==> config.mk <==
export PLATFORM = sky130hd
export DESIGN_NAME = updown_sweep_ctrl
export DESIGN_NICKNAME = d
export VERILOG_FILES = /design/src/rtl/updown_sweep_ctrl_pkg.sv /design/src/rtl/updown_sweep_tick.sv /design/src/rtl/updown_sweep_ctrl.sv
export SDC_FILE = /design/constraint.sdc
export NUM_CORES = 1
export LEC_CHECK = 0
export ABC_AREA = 1
export BUFFER_PORTS_ARGS = -buffer_cell sky130_fd_sc_hd__buf_2
export CAP_MARGIN = 20
export CORE_MARGIN = 3
export CORE_UTILIZATION = 45
export DETAILED_ROUTE_END_ITERATION = 12
export GPL_TIMING_DRIVEN = 0
export HOLD_SLACK_MARGIN = 0.06
export PLACE_DENSITY = 0.7
export SKIP_CTS_REPAIR_TIMING = 1
export SYNTH_ARGS = -nofsm -noshare
export SYNTH_HDL_FRONTEND = slang
export SYNTH_HIERARCHICAL = 1
export SYNTH_SLANG_ARGS = --single-unit
==> constraint.sdc <==
create_clock -name clk -period 6.8 [get_ports clk]
set_clock_uncertainty 0.1 [all_clocks]
set_input_delay 0.34 -clock clk [delete_from_list [all_inputs] [get_ports clk]]
set_output_delay 0.34 -clock clk [all_outputs]
set_load 0.05 [all_outputs]
==> src/rtl/updown_sweep_ctrl_pkg.sv <==
// Shared types and helpers for the up/down sweep sequencer.
`timescale 1ns/1ps
package updown_sweep_ctrl_pkg;

  // Sweep FSM states; the numeric values are visible on the phase output.
  typedef enum logic [2:0] {
    ST_IDLE     = 3'd0,
    ST_SEEK     = 3'd1,
    ST_UP       = 3'd2,
    ST_DWELL_HI = 3'd3,
    ST_DOWN     = 3'd4,
    ST_DWELL_LO = 3'd5
  } sweep_state_e;

  // A sweep is only legal when the low limit does not exceed the high limit.
  function automatic logic limits_ok(input int unsigned lo, input int unsigned hi);
    return lo <= hi;
  endfunction

  // States in which the counter is being stepped and the prescaler runs.
  function automatic logic is_moving(input sweep_state_e s);
    return (s == ST_SEEK) || (s == ST_UP) || (s == ST_DOWN);
  endfunction

endpackage

==> src/rtl/updown_sweep_tick.sv <==
// Step-rate prescaler: while run is high, tick fires once every div+1 cycles.
// clear restarts the count so the first tick after a clear lands div+1 cycles later.
`timescale 1ns/1ps
module updown_sweep_tick #(
  parameter int DIV_W = 8
) (
  input  logic             clk,
  input  logic             rst_n,
  input  logic             clear,
  input  logic             run,
  input  logic [DIV_W-1:0] div,
  output logic             tick
);

  logic [DIV_W-1:0] div_cnt;

  assign tick = run & (div_cnt == div);

  // Count up to div, wrap to zero on the tick; clear has priority.
  always_ff @(posedge clk or negedge rst_n) begin
    if (!rst_n) begin
      div_cnt <= '0;
    end else if (clear) begin
      div_cnt <= '0;
    end else if (run) begin
      div_cnt <= tick ? '0 : div_cnt + DIV_W'(1);
    end
  end

endmodule

==> src/rtl/updown_sweep_ctrl.sv <==
// Sweep sequencer for a saturating up/down counter: seek to the low limit,
// then ping-pong between limits with endpoint dwell, for N passes or forever.
// cnt_en is combinational and gated on cnt_value != target, so the counter
// never steps past a limit and never saturates in normal operation.
`timescale 1ns/1ps
module updown_sweep_ctrl
  import updown_sweep_ctrl_pkg::*;
#(
  parameter int WIDTH   = 4,
  parameter int DIV_W   = 8,
  parameter int DWELL_W = 8,
  parameter int PASS_W  = 4
) (
  input  logic               clk,
  input  logic               rst_n,
  input  logic               start,
  input  logic               abort,
  input  logic [WIDTH-1:0]   cfg_lo,
  input  logic [WIDTH-1:0]   cfg_hi,
  input  logic [DIV_W-1:0]   cfg_div,
  input  logic [DWELL_W-1:0] cfg_dwell,
  input  logic [PASS_W-1:0]  cfg_passes,
  input  logic [WIDTH-1:0]   cnt_value,
  input  logic               cnt_min_max,
  output logic               cnt_en,
  output logic               cnt_up,
  output logic               busy,
  output logic [2:0]         phase,
  output logic [PASS_W-1:0]  pass_count,
  output logic               done,
  output logic               err,
  output logic               aborted
);

  sweep_state_e       state_q, state_d;
  logic [WIDTH-1:0]   lo_q, hi_q, target;
  logic [DIV_W-1:0]   div_q;
  logic [DWELL_W-1:0] dwell_q, dwell_cnt;
  logic [PASS_W-1:0]  passes_q, pass_next;
  logic               tick, cap, pass_inc, dwell_last;
  logic               done_d, err_d, abort_d;

  assign busy       = (state_q != ST_IDLE);
  assign phase      = state_q;
  assign pass_next  = pass_count + PASS_W'(1);
  // A programmed dwell of zero still spends one cycle at the endpoint.
  assign dwell_last = (dwell_q == '0) || (dwell_cnt == dwell_q - DWELL_W'(1));

  // Prescaler restarts on every state change so each moving state starts fresh.
  updown_sweep_tick #(.DIV_W(DIV_W)) u_tick (
    .clk   (clk),
    .rst_n (rst_n),
    .clear (state_d != state_q),
    .run   (is_moving(state_q)),
    .div   (div_q),
    .tick  (tick)
  );

  // Next state, counter controls and pulse requests; abort outranks saturation,
  // which outranks all normal transitions.
  always_comb begin
    state_d  = state_q;
    cap      = 1'b0;
    pass_inc = 1'b0;
    done_d   = 1'b0;
    err_d    = 1'b0;
    abort_d  = 1'b0;
    target   = hi_q;
    cnt_up   = 1'b0;
    cnt_en   = 1'b0;
    case (state_q)
      ST_IDLE: begin
        if (start) begin
          if (!limits_ok(32'(cfg_lo), 32'(cfg_hi))) begin
            err_d = 1'b1;
          end else begin
            cap     = 1'b1;
            state_d = ST_SEEK;
          end
        end
      end
      ST_SEEK: begin
        target = lo_q;
        cnt_up = (cnt_value < lo_q);
        if (cnt_value == lo_q) state_d = ST_UP;
      end
      ST_UP: begin
        target = hi_q;
        cnt_up = 1'b1;
        if (cnt_value == hi_q) state_d = ST_DWELL_HI;
      end
      ST_DWELL_HI: begin
        if (dwell_last) state_d = ST_DOWN;
      end
      ST_DOWN: begin
        target = lo_q;
        if (cnt_value == lo_q) begin
          pass_inc = 1'b1;
          if ((passes_q != '0) && (pass_next == passes_q)) begin
            done_d  = 1'b1;
            state_d = ST_IDLE;
          end else begin
            state_d = ST_DWELL_LO;
          end
        end
      end
      ST_DWELL_LO: begin
        if (dwell_last) state_d = ST_UP;
      end
      default: state_d = ST_IDLE;
    endcase

    if (is_moving(state_q)) cnt_en = tick & (cnt_value != target);

    if (state_q != ST_IDLE) begin
      if (abort) begin
        state_d  = ST_IDLE;
        abort_d  = 1'b1;
        done_d   = 1'b0;
        pass_inc = 1'b0;
        cnt_en   = 1'b0;
      end else if (cnt_min_max) begin
        state_d  = ST_IDLE;
        err_d    = 1'b1;
        done_d   = 1'b0;
        pass_inc = 1'b0;
      end
    end
  end

  // State register and one-cycle status pulses.
  always_ff @(posedge clk or negedge rst_n) begin
    if (!rst_n) begin
      state_q <= ST_IDLE;
      done    <= 1'b0;
      err     <= 1'b0;
      aborted <= 1'b0;
    end else begin
      state_q <= state_d;
      done    <= done_d;
      err     <= err_d;
      aborted <= abort_d;
    end
  end

  // Configuration snapshot taken on an accepted start; held for the whole sweep.
  always_ff @(posedge clk or negedge rst_n) begin
    if (!rst_n) begin
      lo_q     <= '0;
      hi_q     <= '0;
      div_q    <= '0;
      dwell_q  <= '0;
      passes_q <= '0;
    end else if (cap) begin
      lo_q     <= cfg_lo;
      hi_q     <= cfg_hi;
      div_q    <= cfg_div;
      dwell_q  <= cfg_dwell;
      passes_q <= cfg_passes;
    end
  end

  // Dwell cycle counter: runs while staying in a dwell state, zero otherwise.
  always_ff @(posedge clk or negedge rst_n) begin
    if (!rst_n) begin
      dwell_cnt <= '0;
    end else if ((state_d == state_q) &&
                 ((state_q == ST_DWELL_HI) || (state_q == ST_DWELL_LO))) begin
      dwell_cnt <= dwell_cnt + DWELL_W'(1);
    end else begin
      dwell_cnt <= '0;
    end
  end

  // Completed-pass counter: cleared on start, bumped each time DOWN reaches lo.
  always_ff @(posedge clk or negedge rst_n) begin
    if (!rst_n) begin
      pass_count <= '0;
    end else if (cap) begin
      pass_count <= '0;
    end else if (pass_inc) begin
      pass_count <= pass_next;
    end
  end

endmodule

==> flow_summary.yaml <==
sta:
  setup_viol: 0
  hold_viol: 0
  worst_slew_pin_slew_ns: 0.569
  rsz0062_at_grt: "no"
  finalCritPeriodShare_pct: 46.2
  fin_tns_setup_ns: 0
  relSlewSlack_pct: 62.1
  clock.fmax_mhz: 318
  report.final.slew_viol_count: 0
  period_needed_ns: 3.14
clock_network:
  cts_buffers: 5
  clkTransAtPathRegs_ns: 0.11
  insertion_delay_ns: 0.32
  clock-root-buffer: "clkbuf_8"
  cts_max_level: 2
  cts_sinks: 54
  cts_tree: "done"
  ctsLongestPathBuffers: 2
detailed_routing:
  wire_per_inst_microns: 12.2
  vias_per_cell: 4.86
  vias: 3013
  ant_nets: 0
  drtIter0Drc: 122
  postRouteWirelength_microns: 7540
  dr.pass1.iters: 4
  drcViolationCount: 0
power_and_ir_drop:
  p_leak_nw: 2.06
  p_total_mw: 1.51
  powerDensity_mw_per_mm2: 384
  max-vdd-ir-drop_mv: 0.173
critical_path:
  crit_slowest_cell: "dfrtp_1"
  startpoint_type: "flop"
  worstPathMaxFanout: 8
  critPathRequiredTime_ns: 6.36
  slowest_delay_ns: 0.48
  worstSetupEndpointType: "output pin"
  critPathArrivalTime_ns: 2.70
  cpMostUsedCell: "nand2_1"
  crit_path_cell_trace: "nor2_2 -> nand2_1 -> nand2_1 -> nor2_1 -> inv_1 -> inv_2 -> a21oi_2 -> nand2_1 -> nor2_2 -> nand3_4 -> inv_1 -> nand4_1 -> a31oi_1 -> buf_2"
  critical_path_class: "flop to output pin"
floorplan:
  ios: 50
  initial_core_util_pct: 47.0
  die-area_sq_mm: 0.00873
  die_y_microns: 93.5
  core-area_sq_mm: 0.00733
  die_x_microns: 93.5
  rows: 31
grt:
  grt_max_degree: 39
  grt_pass1_vias: 2884
  grt_usage_pct: 18.3
  grt_overflow: 0
  grt_pass1_wl_microns: 12900
  antenna_found_initial: 0
logic_synthesis:
  yosysTopAreaCellShare_pct: 39.3
  syn_area_sq_mm: 0.00344
  synth_edf_count: 0
  synth_ff_type: "dfrtp_1"
  ys_seq_elements: 54
  synthCells: 462
  syn_nets: 512
  yosysWarnings: 6
  synth_area_leader_cell: "dfrtp_1"
  avgSynthCellArea_sq_um: 7.45
  seq_area_frac_synth_pct: 39.3
  ys_types: 36
  synth_area_leaders: "dfrtp_1 39%, nand2_1 16%, inv_1 6.3%"
  async_flop_share_pct: 100
job:
  maxCapViolations: 0
min_path:
  hold_class: "primary input to flop"
placed_design:
  place.gp.congestion: 0.874
  dp_hpwl_microns: 5980
  io_buffers: 49
cells_and_area:
  utilization_pct: 53.7
  multiInputGateArea_sq_mm: 0.00180
  drive_gt1_share_pct: 22.5
  syn_to_final_growth_pct: 14.3
  diodes: 0
  regArea_sq_mm: 0.00135
  fin_nets: 570
  fillers: 725
run_status:
  status: "finished clean"
[stage by stage]
step / worst slack [ns] / instance area, sq um / hold slack (ns) / instances
2_1_floorplan: 3.67 / 3440 / -0.0556 / 462
3_3_place_gp: 3.68 / 3810 / 0.382 / 610
3_5_place_dp: 3.66 / 3830 / 0.202 / 611
4_1_cts: 3.66 / 3930 / -0.143 / 619
5_1_grt: 3.40 / 3940 / 0.119 / 620
6_report: 3.66 / 3940 / 0.113 / 620
[kinds of logic (layout without fill, tap and decap cells)]
group	after synthesis	count (layout)	synth area share, %
mux	1	1	0.291
fa+ha+maj	13	13	4.73
flops	54	54	39.3
xor+xnor	26	26	6.62
buf+inv	77	136	8.54
compound gates	40	40	6.43
simple gates	251	251	34.1
[critical path, delay by kind of cell, from the launching register on]
family,cells,cell delay [ns]
AO/OA/AOI/OAI,2,0.27
buffers and inverters,4,0.58
flip-flops,1,0.48
AND/OR/NAND/NOR,8,1.06
[cell type report]
cell class                 instances  share of cell area [%]
clock buffer                       5                    1.75
buffer                             5                   0.477
sequential                        54                    34.3
multi-input combinational        331                    45.7
inverter                          72                    7.00
tap                               99                    3.15
timing repair buffer              51                    7.00
clock inverter                     3                   0.636
[power breakdown]
| group | internal, mW | switching (mW) |
|---|---|---|
| combinational | 0.269 | 0.540 |
| sequential | 0.418 | 0.0926 |
| clock | 0.0747 | 0.117 |
| total | 0.762 | 0.749 |
[path summary, 6_finish.rpt]
kind / cells after the start / end / start / slack (ns)
worst min register to register: 1 / dwell_cnt[0]$_DFF_PN0_ / dwell_cnt[0]$_DFF_PN0_ / 0.39
max in group asynchronous: 3 / dwell_q[6]$_DFFE_PN0P_ / rst_n / 5.66
worst min-delay path: 3 / div_q[1]$_DFFE_PN0P_ / cfg_div[1] / 0.11
worst max register to register: 19 / u_tick/div_cnt[7]$_DFFE_PN0P_ / lo_q[3]$_DFFE_PN0P_ / 3.77
min in group asynchronous: 2 / lo_q[2]$_DFFE_PN0P_ / rst_n / 0.38
worst max-delay path: 14 / cnt_en / phase[0]$_DFF_PN0_ / 3.66
[metal layers]
metal | vias to the layer above | share of wire [%] | global-route usage [%]
met2 | 71 | 46 | 31.3
met1 | 1389 | 47 | 24.0
met5 | - | 0 | 0
met4 | 0 | 0.88 | 4.40
li1 | 1546 | - | -
met3 | 7 | 6.1 | 3.30
[cell usage after synthesis, drive strengths merged, types with 2 or more instances]
cell type	number
dfrtp	54
nand4	6
xnor2	10
inv	71
ha	13
nor3	3
or2	3
a21oi	7
nand3	29
clkbuf	5
xor2	16
nand2	156
nor2	52
o22ai	2
o21ai	25
[registers in the layout (all words and copies together) (netlist names)]
name	cells
aborted	1
div_q	8
done	1
dwell_cnt	8
dwell_q	8
err	1
hi_q	4
lo_q	4
pass_count	4
passes_q	4
phase	3
u_tick/div_cnt	8
[placed cells by master, fill, tap and decap left out, types with 6 or more instances in the layout]
master	instances
a21oi_1	6
nand3_1	24
xor2_1	16
o21ai_0	13
nor2_1	27
nand2_2	11
inv_1	58
o21ai_1	12
buf_2	49
xnor2_1	10
nor2_2	21
ha_1	13
nand4_1	6
dfrtp_1	54
inv_2	12
nand2_1	143
No activity file was read; power rests on OpenSTA's default activity.
